File: config.mk
export PLATFORM = sky130hd
export DESIGN_NAME = mem_arbiter_512
export DESIGN_NICKNAME = d
export VERILOG_FILES = /design/src/rtl/mem_arbiter_512.sv
export SDC_FILE = /design/constraint.sdc
export NUM_CORES = 1
export LEC_CHECK = 0
export CAP_MARGIN = 25
export CELL_PAD_IN_SITES_DETAIL_PLACEMENT = 1
export CELL_PAD_IN_SITES_GLOBAL_PLACEMENT = 2
export CORE_ASPECT_RATIO = 0.75
export CORE_MARGIN = 2
export CORE_UTILIZATION = 24
export DETAILED_ROUTE_END_ITERATION = 6
export GPL_TIMING_DRIVEN = 0
export PLACE_DENSITY = 0.91
export SYNTH_ARGS = -nofsm -noshare
export SYNTH_HDL_FRONTEND = slang
export SYNTH_SLANG_ARGS = --single-unit
File: constraint.sdc
create_clock -name i_clk -period 2 [get_ports i_clk]
set_input_delay 0.4 -clock i_clk [delete_from_list [all_inputs] [get_ports i_clk]]
set_output_delay 0.4 -clock i_clk [all_outputs]
set_load 0.01 [all_outputs]
File: src/rtl/mem_arbiter_512.sv
// mem_arbiter_512: two-port REQ/ACK arbiter and sequencer
// for a single-port 512x16 data memory.
//
// Ports:
//   i_clk, i_rst_n       clock, sync active-low reset
//   i_req_a, i_addr_a    fetch port request (read-only)
//   o_ack_a, o_rdata_a   fetch port ack pulse, read data
//   i_req_b, i_we_b,     load/store port request,
//   i_addr_b, i_wdata_b  write flag, address, write data
//   o_ack_b, o_rdata_b   load/store ack pulse, read data
//   o_ram_e/r/w          memory enable, read, write strobes
//   o_ram_addr, o_ram_d  memory address and write data
//   i_ram_out            memory read data
//   o_busy               high in ACCESS and RESP
module mem_arbiter_512 #(
  parameter int WAIT_STATES = 0,
  parameter int ROUND_ROBIN = 1
) (
  input  logic        i_clk,
  input  logic        i_rst_n,
  input  logic        i_req_a,
  input  logic [8:0]  i_addr_a,
  output logic        o_ack_a,
  output logic [15:0] o_rdata_a,
  input  logic        i_req_b,
  input  logic        i_we_b,
  input  logic [8:0]  i_addr_b,
  input  logic [15:0] i_wdata_b,
  output logic        o_ack_b,
  output logic [15:0] o_rdata_b,
  output logic        o_ram_e,
  output logic        o_ram_r,
  output logic        o_ram_w,
  output logic [8:0]  o_ram_addr,
  output logic [15:0] o_ram_d,
  input  logic [15:0] i_ram_out,
  output logic        o_busy
);

  typedef enum logic [1:0] {
    S_IDLE   = 2'd0,
    S_ACCESS = 2'd1,
    S_RESP   = 2'd2
  } state_t;

  state_t      r_state;
  logic [2:0]  r_cnt;
  logic        r_last_b;
  logic        r_sel_b;
  logic [8:0]  r_addr;
  logic [15:0] r_wdata;
  logic        r_ack_a;
  logic        r_ack_b;
  logic        r_busy;
  logic        r_ram_e;
  logic        r_ram_r;
  logic        r_ram_w;
  logic [15:0] r_rdata_a;
  logic [15:0] r_rdata_b;

  logic w_rr;
  logic w_req_any;
  logic w_pick_b;
  logic w_wr;

  assign w_rr      = (ROUND_ROBIN != 0);
  assign w_req_any = i_req_a | i_req_b;
  // B wins when alone, under fixed priority,
  // or when A was the last port granted.
  assign w_pick_b  = i_req_b &
                     (~i_req_a | ~w_rr | ~r_last_b);
  assign w_wr      = w_pick_b & i_we_b;

  always_ff @(posedge i_clk) begin
    if (!i_rst_n) begin
      r_state   <= S_IDLE;
      r_cnt     <= 3'd0;
      r_last_b  <= 1'b1;
      r_sel_b   <= 1'b0;
      r_addr    <= 9'd0;
      r_wdata   <= 16'd0;
      r_ack_a   <= 1'b0;
      r_ack_b   <= 1'b0;
      r_busy    <= 1'b0;
      r_ram_e   <= 1'b0;
      r_ram_r   <= 1'b0;
      r_ram_w   <= 1'b0;
      r_rdata_a <= 16'd0;
      r_rdata_b <= 16'd0;
    end else begin
      r_ack_a <= 1'b0;
      r_ack_b <= 1'b0;
      unique case (r_state)
        S_IDLE: begin
          if (w_req_any) begin
            r_state  <= S_ACCESS;
            r_cnt    <= 3'(WAIT_STATES);
            r_last_b <= w_pick_b;
            r_sel_b  <= w_pick_b;
            r_addr   <= w_pick_b ? i_addr_b
                                 : i_addr_a;
            if (w_pick_b) r_wdata <= i_wdata_b;
            r_busy   <= 1'b1;
            r_ram_e  <= 1'b1;
            r_ram_r  <= ~w_wr;
            r_ram_w  <= w_wr;
          end
        end
        S_ACCESS: begin
          if (r_cnt != 3'd0) begin
            r_cnt <= r_cnt - 3'd1;
          end else begin
            r_state <= S_RESP;
            r_ram_e <= 1'b0;
            r_ram_r <= 1'b0;
            r_ram_w <= 1'b0;
            // Strobe flags are still valid on
            // this edge; capture before clearing.
            if (r_sel_b) begin
              r_ack_b <= 1'b1;
              if (!r_ram_w) r_rdata_b <= i_ram_out;
            end else begin
              r_ack_a   <= 1'b1;
              r_rdata_a <= i_ram_out;
            end
          end
        end
        S_RESP: begin
          r_state <= S_IDLE;
          r_busy  <= 1'b0;
        end
        default: begin
          r_state <= S_IDLE;
          r_busy  <= 1'b0;
        end
      endcase
    end
  end

  assign o_ack_a    = r_ack_a;
  assign o_ack_b    = r_ack_b;
  assign o_rdata_a  = r_rdata_a;
  assign o_rdata_b  = r_rdata_b;
  assign o_ram_e    = r_ram_e;
  assign o_ram_r    = r_ram_r;
  assign o_ram_w    = r_ram_w;
  assign o_ram_addr = r_addr;
  assign o_ram_d    = r_wdata;
  assign o_busy     = r_busy;

endmodule

# After elaboration in Yosys (flattened, before gate mapping)
# Index checks and enable logic that the tools add are counted.
dict set report word_totals {
  ff_bits 70
  out_inout_bits 63
  elab_cells 60
  inputBits 55
}
dict set report op_classes {
  n_eq_ne 4
  reduce_logical 12
  bitwise_logic 12
  add_sub_neg 1
  mux 17
}
# cell count
set ops {}
lappend ops {{$reduce_and 3->1} 4}
lappend ops {{$mux 9} 1}
lappend ops {{$not 1->1} 8}
lappend ops {{$pmux 1 s2} 4}
lappend ops {{$mux 1} 6}
lappend ops {{$mux 3} 2}
lappend ops {{$ne 2x2->1 const B} 3}
lappend ops {{$pmux 3 s2} 1}
lappend ops {{$reduce_and 2->1} 3}
lappend ops {{$mux 2} 2}
lappend ops {{$pmux 2 s2} 1}
lappend ops {{$reduce_and 4->1} 1}
lappend ops {{$reduce_bool 3->1} 1}
lappend ops {{$reduce_or 3->1} 1}
lappend ops {{$sub 3x1->3 const B} 1}
lappend ops {{$and 1x1->1} 2}
lappend ops {{$eq 2x1->1 const B} 1}
lappend ops {{$logic_not 2->1} 1}
lappend ops {{$or 1x1->1} 2}
lappend ops {{$reduce_bool 2->1} 1}

# Longest topological paths before layout
# Gate-level depths: netlist (run 1).
dict set report logic_depth {
  ltp_word 7
  mapped_depth 7
  depth_no_buf 5
}

# Worst setup path after synthesis (run 1)
# No wires, ideal clock.
dict set report synth_path {
  kind {reg2reg}
  from {reg r_cnt[0]}
  to {reg r_rdata_a[10] (netlist: o_rdata_a[10])}
  path_slack_ns 0.535
  t_arrival_ns 1.394
  path_stages_with_launch 8
  period_less_slack_ns 1.465
  path_buffers 2
  setup_time_ns 0.072
  t_required_ns 1.928
  cell_sequence {dfxtp_1 inv_1 ha_1 and4bb_4 and2_4 buf_6 buf_8 mux2i_1}
}
dict set report synth_between {
  elab_chain_len 3
}
# element line_no
set synth_lines {}
lappend synth_lines {{start, declared} 47} ;# logic [2:0] r_cnt;
lappend synth_lines {{start signal, assigned} 97} ;# r_cnt <= 3'(WAIT_STATES);
lappend synth_lines {{start signal, assigned} 111} ;# r_cnt <= r_cnt - 3'd1;
lappend synth_lines {{$reduce_bool 3->1} 110} ;# if (r_cnt != 3'd0) begin
lappend synth_lines {{$not 1->1 (no source line)} -}
lappend synth_lines {{$reduce_and 3->1 (no source line)} -}
lappend synth_lines {{end signal, assigned} 124} ;# r_rdata_a <= i_ram_out;
lappend synth_lines {{end, declared} 58} ;# logic [15:0] r_rdata_a;
# Every way passes these cells.
# A chain may end at the register's enable or synchronous reset.

# Worst setup path in the final report (run 1)
dict set report layout_path {
  from {in i_req_b}
  to {reg r_wdata[14] (netlist: o_ram_d[14])}
}
dict set report layout_between {
  elab_chain_len 2
  word_cells_on_any_way 3
  classes_between {2 x bitwise; 1 x reduce/logical}
}
# element line_no
set layout_lines {}
lappend layout_lines {{start, declared} 25} ;# input logic i_req_b,
lappend layout_lines {{$or 1x1->1 or $and 1x1->1 (tied branches)} {67, 70}}
lappend layout_lines {{$reduce_and 3->1 (no source line) (*)} -}
lappend layout_lines {{end signal, assigned} 102} ;# if (w_pick_b) r_wdata <= i_wdata_b;
lappend layout_lines {{end, declared} 51} ;# logic [15:0] r_wdata;
# Mark *: on every way between the ends. The rest lies on a longest branch, timed or not.

==> key figures, run 1 <==
Run status
  • Status: finished, final reports clean

Route
  • DR iter-0 viols: 92
  • DR pass1 iterations: 4
  • Residual DRC: 0
  • Post-DR wirelength/cell: 15.9 um
  • Post-Route WL: 9.22 mm
  • Antenna viol nets, final: 0
  • Via-per-instance ratio: 4.63
  • DR vias: 2683

Layout
  • Final core occ: 38.4%
  • Fin nets: 490
  • Layout area overhead: 57.8%
  • Ant. Diodes: 0
  • Final Cell Area: 0.00439 mm2
  • Proportion of layout cells with a drive suffix above 1: 7.34%

Floorplan
  • Die area: 0.0125 mm2
  • I/O pins: 118
  • Die height: 97.3 um
  • Die Wd: 128 um
  • Placeable Area: 0.0114 mm2
  • Initial Util: 24.3%
  • FP Rows: 34

Placement
  • DP Area: 0.00414 mm2
  • Port bufs: 117
  • Detail Placement HPWL: 6.95 mm
  • DP Worst Slack: -54.3 ps
  • GP Congestion: 0.682

Synthesis
  • Distinct cells, synth: 37
  • Ys Warns: 0
  • Syn Std Cell Area: 0.00278 mm2
  • Asr flop ratio synth: 0%
  • Cells after Synth: 305
  • Synth top area share: 50.3%
  • Syn Area/Cell: 9.13 um2
  • Most numerous cell in the Yosys netlist: nand2_1
  • Commonest cells post-synth: 72 x nand2_1, 70 x dfxtp_1, 32 x mux2i_1, 30 x a21oi_1, 17 x o21ai_0
  • Post-synth top flop: dfxtp_1
  • Synth area leader: dfxtp_1
  • Synthesis-stage register bit count: 70
  • Largest cells by area after synthesis: dfxtp_1 50%, mux2i_1 12%, nand2_1 9.7%
  • Number of synthesized flops with an enable pin: 0
  • Mapped Nets: 362
  • Register area share after synthesis: 50.3%

Timing
  • Max-slew violations: 0
  • Hold WS: 458 ps
  • Fmax: 589 MHz
  • Hold Vio Cnt, Final: 0
  • Headroom to the max-slew limit: 64.3%
  • Setup TNS: 0 ps
  • Clock skew: 5.31 ps
  • Unrepaired setup endpoints after global routing: no
  • Worst setup margin: 302 ps
  • Slew @ Worst Pin: 536 ps
  • Fin crit share: 84.9%
  • Final Critical Period: 1700 ps
  • # setup viols final: 0

Clocking
  • CTS HTree Levels: 3
  • Cts hold-fix bufs: 0
  • Maximum clock insertion buffer count: 2
  • Clk pin slew, worst setup/hold paths: 50 ps
  • CTS sink count: 70
  • Worst skew pair latency: 330 ps
  • Clk root buf: clkbuf_16
  • Clock buffer count from CTS: 9
  • Post-CTS Setup Bufs: 0
  • CTS tree: yes
  • PostCTS Resize Cnt: 0

Pwr
  • Max VDD drop: 0.384 mV
  • Cell Pwr Density: 821 mW/mm2
  • Pleak: 1.70 nW

Critical path
  • Critical Path Start Type: primary input
  • Reg2reg setup slack: 320 ps
  • R2r startpoint: r_cnt[0]
  • R2R Path End: o_rdata_a[12]
  • Data required, critical path: 2250 ps
  • Worst Path Arrival: 1950 ps
  • Slowest cell delay on critical path: 510 ps
  • Worst setup path class: in2reg
  • Worst-case reg-to-reg path depth: 7
  • Critical path's slowest cell: clkdlybuf4s50_1
  • CP Max Fanout: 10
  • Critical path endpoint category: flop
  • Cell Chain, Critical Path: clkdlybuf4s50_1 -> a21boi_0 -> buf_2 -> buf_2 -> nand3_1 -> a21oi_1
  • Crit path top cell by count: buf_2
  • Crit path to: o_ram_d[14]
  • CP Launch Point: i_req_b

Flow run
  • Max-Cap Viols: 0

Global route
  • Total grt overflow: 0
  • Vias in the first global route: 2932
  • First-pass GRT wire length: 14.8 mm
  • Initial antenna violation count: 0
  • Largest net degree at the start of global routing: 11
  • Total track usage: 15.0%

Worst hold path
  • Hold Path Class: reg2reg
## registers in the layout, summed over array words and instances (netlist names)
signal / count
o_ram_addr: 9
o_busy: 1
o_ack_a: 1
o_ack_b: 1
r_state: 2
o_rdata_b: 16
r_cnt: 3
o_ram_e: 1
o_ram_r: 1
o_rdata_a: 16
o_ram_d: 16
r_last_b: 1
r_sel_b: 1
o_ram_w: 1
## layout by cell type, fill, tap and decap left out, drive strengths merged, types with 2 or more instances in the layout
cell type      synthesis  final
clkdlybuf4s50          0    117
nand2                 72     72
dfxtp                 70     70
mux2i                 32     32
a21oi                 30     30
clkbuf                13     25
o21ai                 17     17
nand3                 16     16
buf                   11     11
a311oi                 9      9
inv                    3      3
or2                    3      3
nand2b                 3      3
nor2                   3      3
clkinv                 1      3
and3                   2      2
o32ai                  2      2
o22ai                  2      2
ha                     2      2
nand3b                 2      2
and2                   2      2
## routing by layer
layer  global-route usage, %  wire [um]  vias up  part of all wire, %
li1                        -          -     1313                    -
met2                    25.5       4440       63                   48
met5                       0          0        -                    0
met4                    4.14         81        0                 0.88
met1                    18.4       4190     1300                   45
met3                    4.52        498        7                  5.4
## final cells by class
cell class	instances	area (um2)
fill	1317	7050
sequential	70	1400
multi-input combinational	207	1230
timing repair buffer	117	1170
clock buffer	12	246
tap	144	180
buffer	24	134
inverter	4	15.0
clock inverter	2	10.0
## worst min path at each step
stage / from / endpoint / slack (ps) / cells past startpoint
floorplan: r_cnt[1] / r_cnt[1] / 440 / 2
global placement: o_rdata_a[13] / o_rdata_a[13] / 440 / 2
detailed placement: o_rdata_a[3] / o_rdata_a[3] / 460 / 2
CTS: o_rdata_a[5] / o_rdata_a[5] / 460 / 2
global route: o_rdata_a[2] / o_rdata_a[2] / 480 / 2
finish: o_rdata_b[14] / o_rdata_b[14] / 460 / 2
## metrics by stage
step / std cells / power [mW]
finish: 580 / 3.61
global route: 580 / 3.78
floorplan: 305 / 1.87
global placement: 566 / 2.23
CTS: 580 / 3.68
detailed placement: 566 / 2.25
## power by group
group | switching, mW | internal, mW
clock network | 0.543 | 0.854
registers | 0.0528 | 1.49
logic | 0.313 | 0.354
## logic make-up after synthesis
| group | count (synthesis) | share of synthesized area, % |
|---|---|---|
| flip-flops | 70 | 50.3 |
| adder cells (fa/ha/maj) | 2 | 0.899 |
| AO/OA/AOI/OAI | 66 | 14.6 |
| AND/OR/NAND/NOR | 107 | 17.3 |
| buffers and inverters | 28 | 5.35 |
| multiplexers | 32 | 11.5 |
## critical path, delay by kind of cell
family,cells,cell delay [ps]
compound gates,2,370
buf+inv,3,1060
simple gates,1,120
Note: power is estimated with default switching activity, not from simulation.
==> run 2: changes to the inputs <==
==> constraint.sdc (replaced) <==
create_clock -name i_clk -period 1.6 [get_ports i_clk]
set_input_delay 0.32 -clock i_clk [delete_from_list [all_inputs] [get_ports i_clk]]
set_output_delay 0.32 -clock i_clk [all_outputs]
set_load 0.01 [all_outputs]
==> run 2 against run 1 <==
Cell count rose by 0.52%. Core utilization rose by 0.91 points. Clock power rose by 24%. Global-route usage rose by 0.23 points. Sequential power rose by 25%. Register-to-register slack got worse by 230 ps. First-iteration DRC count rose by 2.2%. Power rose by 26%. Largest cell class unchanged. Sequential share of layout area fell by 0.74 points.
==> key figures, run 2 (same netlist as run 1, synthesis figures left out) <==
Layout
  • Final Cell Area: 0.00450 mm2 (was 0.00439 mm2)
  • Ant. Diodes: 0 (unchanged)
  • Proportion of layout cells with a drive suffix above 1: 10.7% (was 7.34%)
  • Fillers: 1307 (was 1317)
  • Most common cell after layout, fill and taps aside: clkdlybuf4s50_1 (unchanged)
  • Fin nets: 493 (was 490)
  • Layout area overhead: 61.5% (was 57.8%)
  • Most frequent cells in the layout: 114 x clkdlybuf4s50_1, 72 x nand2_1, 70 x dfxtp_1, 30 x mux2i_1, 30 x a21oi_1 (was 117 x clkdlybuf4s50_1, 72 x nand2_1, 70 x dfxtp_1, 32 x mux2i_1, 30 x a21oi_1)

Pwr
  • Pleak: 1.78 nW (was 1.70 nW)
  • Switch Pwr: 1.14 mW (was 0.909 mW)
  • Final Power: 4.54 mW (was 3.61 mW)
  • Sw Share: 25.1% (was 25.2%)
  • Max VDD drop: 0.480 mV (was 0.384 mV)
  • Clock power frac: 38.3% (was 38.8%)
  • Sequential share of power: 42.4% (was 42.7%)
  • Comb power frac: 19.3% (was 18.5%)
  • Cell internal pwr: 3.40 mW (was 2.70 mW)
  • Cell Pwr Density: 1010 mW/mm2 (was 821 mW/mm2)

Critical path
  • Reg2reg setup slack: 90 ps (was 320 ps)
  • Worst Path Buf+Inv: 1 (was 3)
  • Data required, critical path: 1280 ps (was 2250 ps)
  • Critical path endpoint category: output pin (was flop)
  • Worst Path Arrival: 1230 ps (was 1950 ps)
  • Cell Chain, Critical Path: clkdlybuf4s50_1 (was clkdlybuf4s50_1 -> a21boi_0 -> buf_2 -> buf_2 -> nand3_1 -> a21oi_1)
  • R2r startpoint: r_cnt[0] (unchanged)
  • Crit path max-delay family: buffers and inverters (unchanged)
  • Critical path's slowest cell: clkdlybuf4s50_1 (unchanged)
  • Critical Path Start Type: flop (was primary input)
  • Slowest cell delay on critical path: 570 ps (was 510 ps)
  • CP Max Fanout: 2 (was 10)
  • Worst-case reg-to-reg path depth: 6 (was 7)
  • R2R Path End: o_rdata_a[7] (was o_rdata_a[12])
  • Worst setup path class: reg2out (was in2reg)

Clocking
  • Maximum clock insertion buffer count: 2 (unchanged)
  • Clk root buf: clkbuf_16 (unchanged)
  • Worst skew pair latency: 330 ps (about the same)
  • Clk pin slew, worst setup/hold paths: 50 ps (about the same)
  • Cts hold-fix bufs: 0 (unchanged)
  • Clock buffer count from CTS: 9 (unchanged)
  • CTS HTree Levels: 3 (unchanged)
  • CTS sink count: 70 (unchanged)
  • CTS tree: yes (unchanged)

Route
  • DR iter-0 viols: 94 (was 92)
  • DR vias: 2696 (was 2683)
  • Residual DRC: 0 (unchanged)
  • DR pass1 iterations: 4 (unchanged)
  • Post-DR wirelength/cell: 16.2 um (was 15.9 um)
  • Antenna viol nets, final: 0 (unchanged)
  • Via-per-instance ratio: 4.62 (was 4.63)
  • Post-Route WL: 9.43 mm (was 9.22 mm)

Global route
  • First-pass GRT wire length: 15.0 mm (was 14.8 mm)
  • Total track usage: 15.3% (was 15.0%)
  • Total grt overflow: 0 (unchanged)
  • Largest net degree at the start of global routing: 11 (unchanged)
  • Initial antenna violation count: 0 (unchanged)
  • Vias in the first global route: 2980 (was 2932)

Run status
  • Status: finished, final reports clean (unchanged)

Timing
  • Max-slew violations: 0 (unchanged)
  • Fmax: 646 MHz
  • Slew @ Worst Pin: 550 ps (was 536 ps)
  • Clock skew: 5.44 ps (was 5.31 ps)
  • Hold Vio Cnt, Final: 0 (unchanged)
  • # setup viols final: 0 (unchanged)
  • Setup TNS: 0 ps (unchanged)
  • Hold WS: 458 ps (about the same)
  • Headroom to the max-slew limit: 63.3% (was 64.3%)
  • Fin crit share: 96.8%
  • Final Critical Period: 1550 ps

Worst hold path
  • Worst hold start: o_rdata_a[5] (was o_rdata_b[14])
  • Hold Path Class: reg2reg (unchanged)
  • WHS Endpoint: o_rdata_a[5] (was o_rdata_b[14])
  • Hold Crit Depth: 2 (unchanged)

Floorplan
  • Initial Util: 24.3% (unchanged)
  • Die height: 97.3 um (unchanged)
  • Placeable Area: 0.0114 mm2 (unchanged)
  • Die Wd: 128 um (unchanged)
  • Die area: 0.0125 mm2 (unchanged)
  • I/O pins: 118 (unchanged)
  • FP Rows: 34 (unchanged)

Flow run
  • Max-Cap Viols: 0 (unchanged)

Placement
  • DP Area: 0.00414 mm2 (unchanged)
  • GP Congestion: 0.682 (unchanged)
  • Port bufs: 117 (unchanged)
  • Detail Placement HPWL: 6.95 mm (unchanged)
==> run 2: cell count changes in the layout (fill, tap and decap cells not counted), moves of 3 or more <==
cell,previous run,this run
dlymetal6s2s_1,0,3
clkdlybuf4s50_1,117,114
clkbuf_1,15,9
clkbuf_2,0,7
buf_4,1,5
==> run 2: repair_timing <==
| action | CTS | global route |
|---|---|---|
| gates resized for setup | 4 | 25 |
| gates cloned | 1 | 0 |
| buffers inserted | 2 | 1 |
| pin swaps | 1 | 2 |
| endpoints found under the setup margin | 24 | 52 |
==> run 2: how the worst max path moves through the flow <==
stage                       startpoint            end  slack [ps]  cells after the start
after floorplan               r_cnt[0]  o_rdata_a[10]         130                      7
after global placement         i_rst_n       r_cnt[0]        -280                      5
after detailed placement       i_req_b    o_ram_d[14]        -370                      6
after CTS                      o_ram_e        o_ram_e           4                      1
after global routing        r_state[1]  o_ram_addr[6]         -10                      4
final                     o_rdata_b[4]   o_rdata_b[4]          50                      1
==> run 2: layout make-up <==
class | count | area [um2] | share of cell area (%)
buffer | 23 | 150 | 3.34
multi-input combinational | 207 | 1260 | 28.0
clock buffer | 12 | 246 | 5.48
inverter | 4 | 15.0 | 0.334
timing repair buffer | 121 | 1230 | 27.4
tap | 144 | 180 | 4.01
clock inverter | 2 | 10.0 | 0.223
sequential | 70 | 1400 | 31.2
==> run 2: routing by layer <==
layer,routed length [um],track usage (%)
met1,4330,19.0
met2,4460,25.3
met3,531,4.68
met4,111,4.65
met5,0,0
==> run 2: power by group through the flow <==
stage | Clock (mW) | Sequential, mW | Combinational, mW
floorplan | 0 | 2.00 | 0.336
global placement | 0 | 1.96 | 0.827
detailed placement | 0 | 1.96 | 0.845
CTS | 1.82 | 1.93 | 0.877
global route | 1.88 | 1.94 | 0.952
finish | 1.74 | 1.93 | 0.876
==> run 2: per-stage QoR <==
step	std cells	setup WS [ps]	utilization, %
after floorplan	305	135	-
after global placement	566	-278	36.1
after detailed placement	566	-374	36.1
after CTS	582	3.76	38.8
after global routing	583	-10.6	39.3
final	583	51.9	39.3
==> run 3: changes to the inputs <==
--- a/config.mk
+++ b/config.mk
@@ -14,6 +14,8 @@
 export DETAILED_ROUTE_END_ITERATION = 6
 export GPL_TIMING_DRIVEN = 0
 export PLACE_DENSITY = 0.91
+export RECOVER_POWER = 25
+export SLEW_MARGIN = 20
 export SYNTH_ARGS = -nofsm -noshare
 export SYNTH_HDL_FRONTEND = slang
 export SYNTH_SLANG_ARGS = --single-unit
==> run 3 against run 2 <==
Via count is essentially flat. Critical path depth unchanged. Maximum frequency hardly changed. Core utilization decreased by 0.23 points. Sequential power about the same. Die area unchanged. Hold slack did not move. Cell area fell by 0.58%. Flip-flop and latch count unchanged. Power decreased by 0.17%. Critical endpoint unchanged. Largest power group unchanged.
==> key figures, run 3 (same netlist as run 1, synthesis figures left out) <==
Critical path
  • Worst-case reg-to-reg path depth: 6 (unchanged)
  • Critical Path Start Type: flop (unchanged)
  • Worst path depth: 1 (unchanged)
  • CP Launch Point: o_rdata_b[4] (unchanged)
  • R2r startpoint: r_cnt[0] (unchanged)
  • Worst Path Arrival: 1230 ps (about the same)
  • Critical path's slowest cell: clkdlybuf4s50_1 (unchanged)
  • Slowest cell delay on critical path: 570 ps (about the same)
  • Reg2reg setup slack: 90 ps (about the same)
  • Worst Path Buf+Inv: 1 (unchanged)
  • Crit path max-delay family: buffers and inverters (unchanged)
  • R2R Path End: o_rdata_a[7] (unchanged)
  • CP Max Fanout: 2 (unchanged)
  • Crit path to: o_rdata_b[4] (unchanged)
  • Critical path endpoint category: output pin (unchanged)
  • Worst setup path class: reg2out (unchanged)
  • Cell Chain, Critical Path: clkdlybuf4s50_1 (unchanged)
  • Data required, critical path: 1280 ps (about the same)

Layout
  • Layout area overhead: 60.5% (was 61.5%)
  • Ant. Diodes: 0 (unchanged)
  • Most common cell after layout, fill and taps aside: clkdlybuf4s50_1 (unchanged)
  • Most frequent cells in the layout: 113 x clkdlybuf4s50_1, 72 x nand2_1, 70 x dfxtp_1, 30 x mux2i_1, 30 x a21oi_1 (was 114 x clkdlybuf4s50_1, 72 x nand2_1, 70 x dfxtp_1, 30 x mux2i_1, 30 x a21oi_1)
  • Proportion of layout cells with a drive suffix above 1: 10.7% (unchanged)
  • Fin nets: 493 (unchanged)
  • Multi-input logic area: 0.00126 mm2 (unchanged)
  • Fillers: 1308 (was 1307)
  • Seq. cell area: 0.00140 mm2 (unchanged)

Global route
  • Grt met3 use: 4.68% (unchanged)
  • Largest net degree at the start of global routing: 11 (unchanged)
  • Met1 global-route usage: 19.0% (unchanged)
  • Initial antenna violation count: 0 (unchanged)
  • Vias in the first global route: 2980 (unchanged)
  • Total track usage: 15.3% (unchanged)
  • Busiest grt layer: met2 (unchanged)
  • GR Layer Usage met2: 25.3% (unchanged)
  • Total grt overflow: 0 (unchanged)
  • First-pass GRT wire length: 15.0 mm (unchanged)

Timing
  • Headroom to the max-slew limit: 63.4% (was 63.3%)
  • Clock skew: 4.83 ps (was 5.44 ps)
  • Max-slew violations: 0 (unchanged)
  • Fmax: 646 MHz (about the same)
  • Slew @ Worst Pin: 549 ps (was 550 ps)
  • Setup TNS: 0 ps (unchanged)
  • Fin crit share: 96.8% (about the same)
  • Hold Vio Cnt, Final: 0 (unchanged)
  • Final Critical Period: 1550 ps (about the same)
  • # setup viols final: 0 (unchanged)

Pwr
  • Switch Pwr: 1.14 mW (about the same)
  • Final Power: 4.54 mW (about the same)
  • Max VDD drop: 0.479 mV (was 0.480 mV)
  • Cell internal pwr: 3.39 mW (was 3.40 mW)
  • Sw Share: 25.2% (was 25.1%)
  • Sequential share of power: 42.5% (was 42.4%)
  • Cell Pwr Density: 1020 mW/mm2 (was 1010 mW/mm2)
  • Pleak: 1.73 nW (was 1.78 nW)
  • Comb power frac: 19.1% (was 19.3%)
  • Clock power frac: 38.4% (was 38.3%)

Run status
  • Status: finished, final reports clean (unchanged)

Clocking
  • Maximum clock insertion buffer count: 2 (unchanged)
  • Worst skew pair latency: 330 ps (about the same)
  • Cts hold-fix bufs: 0 (unchanged)
  • Clk pin slew, worst setup/hold paths: 50 ps (about the same)
  • CTS tree: yes (unchanged)
  • CTS sink count: 70 (unchanged)
  • Clk root buf: clkbuf_16 (unchanged)
  • CTS HTree Levels: 3 (unchanged)
  • Clock buffer count from CTS: 9 (unchanged)

Flow run
  • Max-Cap Viols: 0 (unchanged)

Placement
  • Detail Placement HPWL: 6.95 mm (unchanged)
  • GP Congestion: 0.682 (unchanged)
  • Port bufs: 117 (unchanged)

Worst hold path
  • Hold Path Class: reg2reg (unchanged)
  • Worst hold start: o_rdata_a[5] (unchanged)

Floorplan
  • Initial Util: 24.3% (unchanged)
  • Die height: 97.3 um (unchanged)
  • I/O pins: 118 (unchanged)
  • Die area: 0.0125 mm2 (unchanged)
  • Placeable Area: 0.0114 mm2 (unchanged)
  • Die Wd: 128 um (unchanged)
  • FP Rows: 34 (unchanged)

Route
  • DR pass1 iterations: 4 (unchanged)
  • Antenna viol nets, final: 0 (unchanged)
  • Residual DRC: 0 (unchanged)
  • DR vias: 2695 (was 2696)
  • Post-Route WL: 9.42 mm (was 9.43 mm)
  • Post-DR wirelength/cell: 16.1 um (was 16.2 um)
  • DR iter-0 viols: 93 (was 94)
  • Via-per-instance ratio: 4.62 (about the same)
run 3: cell types whose count changed in the layout (fill, tap and decap cells not counted):
| cell | delta |
|---|---|
| buf_2 | -1 |
| clkdlybuf4s50_1 | -1 |
| dlymetal6s2s_1 | -3 |
| clkbuf_2 | +1 |
| clkbuf_1 | +3 |
| dlygate4sd3_1 | +1 |
run 3: metrics by stage:
stage	util, %	area (um2)	hold slack, ps	cells	worst slack [ps]
global placement	36.1	4140	444	566	-278
finish	39.1	4470	458	583	51.2
floorplan	-	2780	438	305	135
CTS	38.8	4440	462	582	3.76
global route	39.1	4470	480	583	-10.6
detailed placement	36.1	4140	455	566	-374
run 3: worst min-delay path by stage:
stage,endpoint,slack (ps),cells past startpoint
global placement,o_rdata_a[13],440,2
global route,o_rdata_a[2],480,2
floorplan,r_cnt[1],440,2
detailed placement,o_rdata_a[3],460,2
finish,o_rdata_a[5],460,2
CTS,o_rdata_a[5],460,2
run 3: power groups by stage:
stage | logic (mW) | registers [mW] | clock network (mW)
final | 0.868 | 1.93 | 1.74
after global routing | 0.945 | 1.94 | 1.88
after CTS | 0.877 | 1.93 | 1.82
after detailed placement | 0.845 | 1.96 | 0
after global placement | 0.827 | 1.96 | 0
after floorplan | 0.336 | 2.00 | 0
run 3: layout make-up:
cell class	count	share of cell area (%)
Buffer	23	3.36
Clock buffer	12	5.52
Clock inverter	2	0.224
Inverter	4	0.336
Multi-Input combinational cell	207	28.2
Sequential cell	70	31.4
Tap cell	144	4.03
Timing Repair Buffer	121	27.0
run 3: per-layer routing:
layer	share of wire, %	vias up
li1	-	1320
met4	1.2	0
met3	5.6	12
met5	0	-
met1	46	1299
met2	47	64
run 3: repair_timing:
action	4_1_cts	5_1_grt
buffers inserted	2	1
pin swaps	1	2
endpoints found under the setup margin	24	52
cloned	1	0
resized for setup	4	25
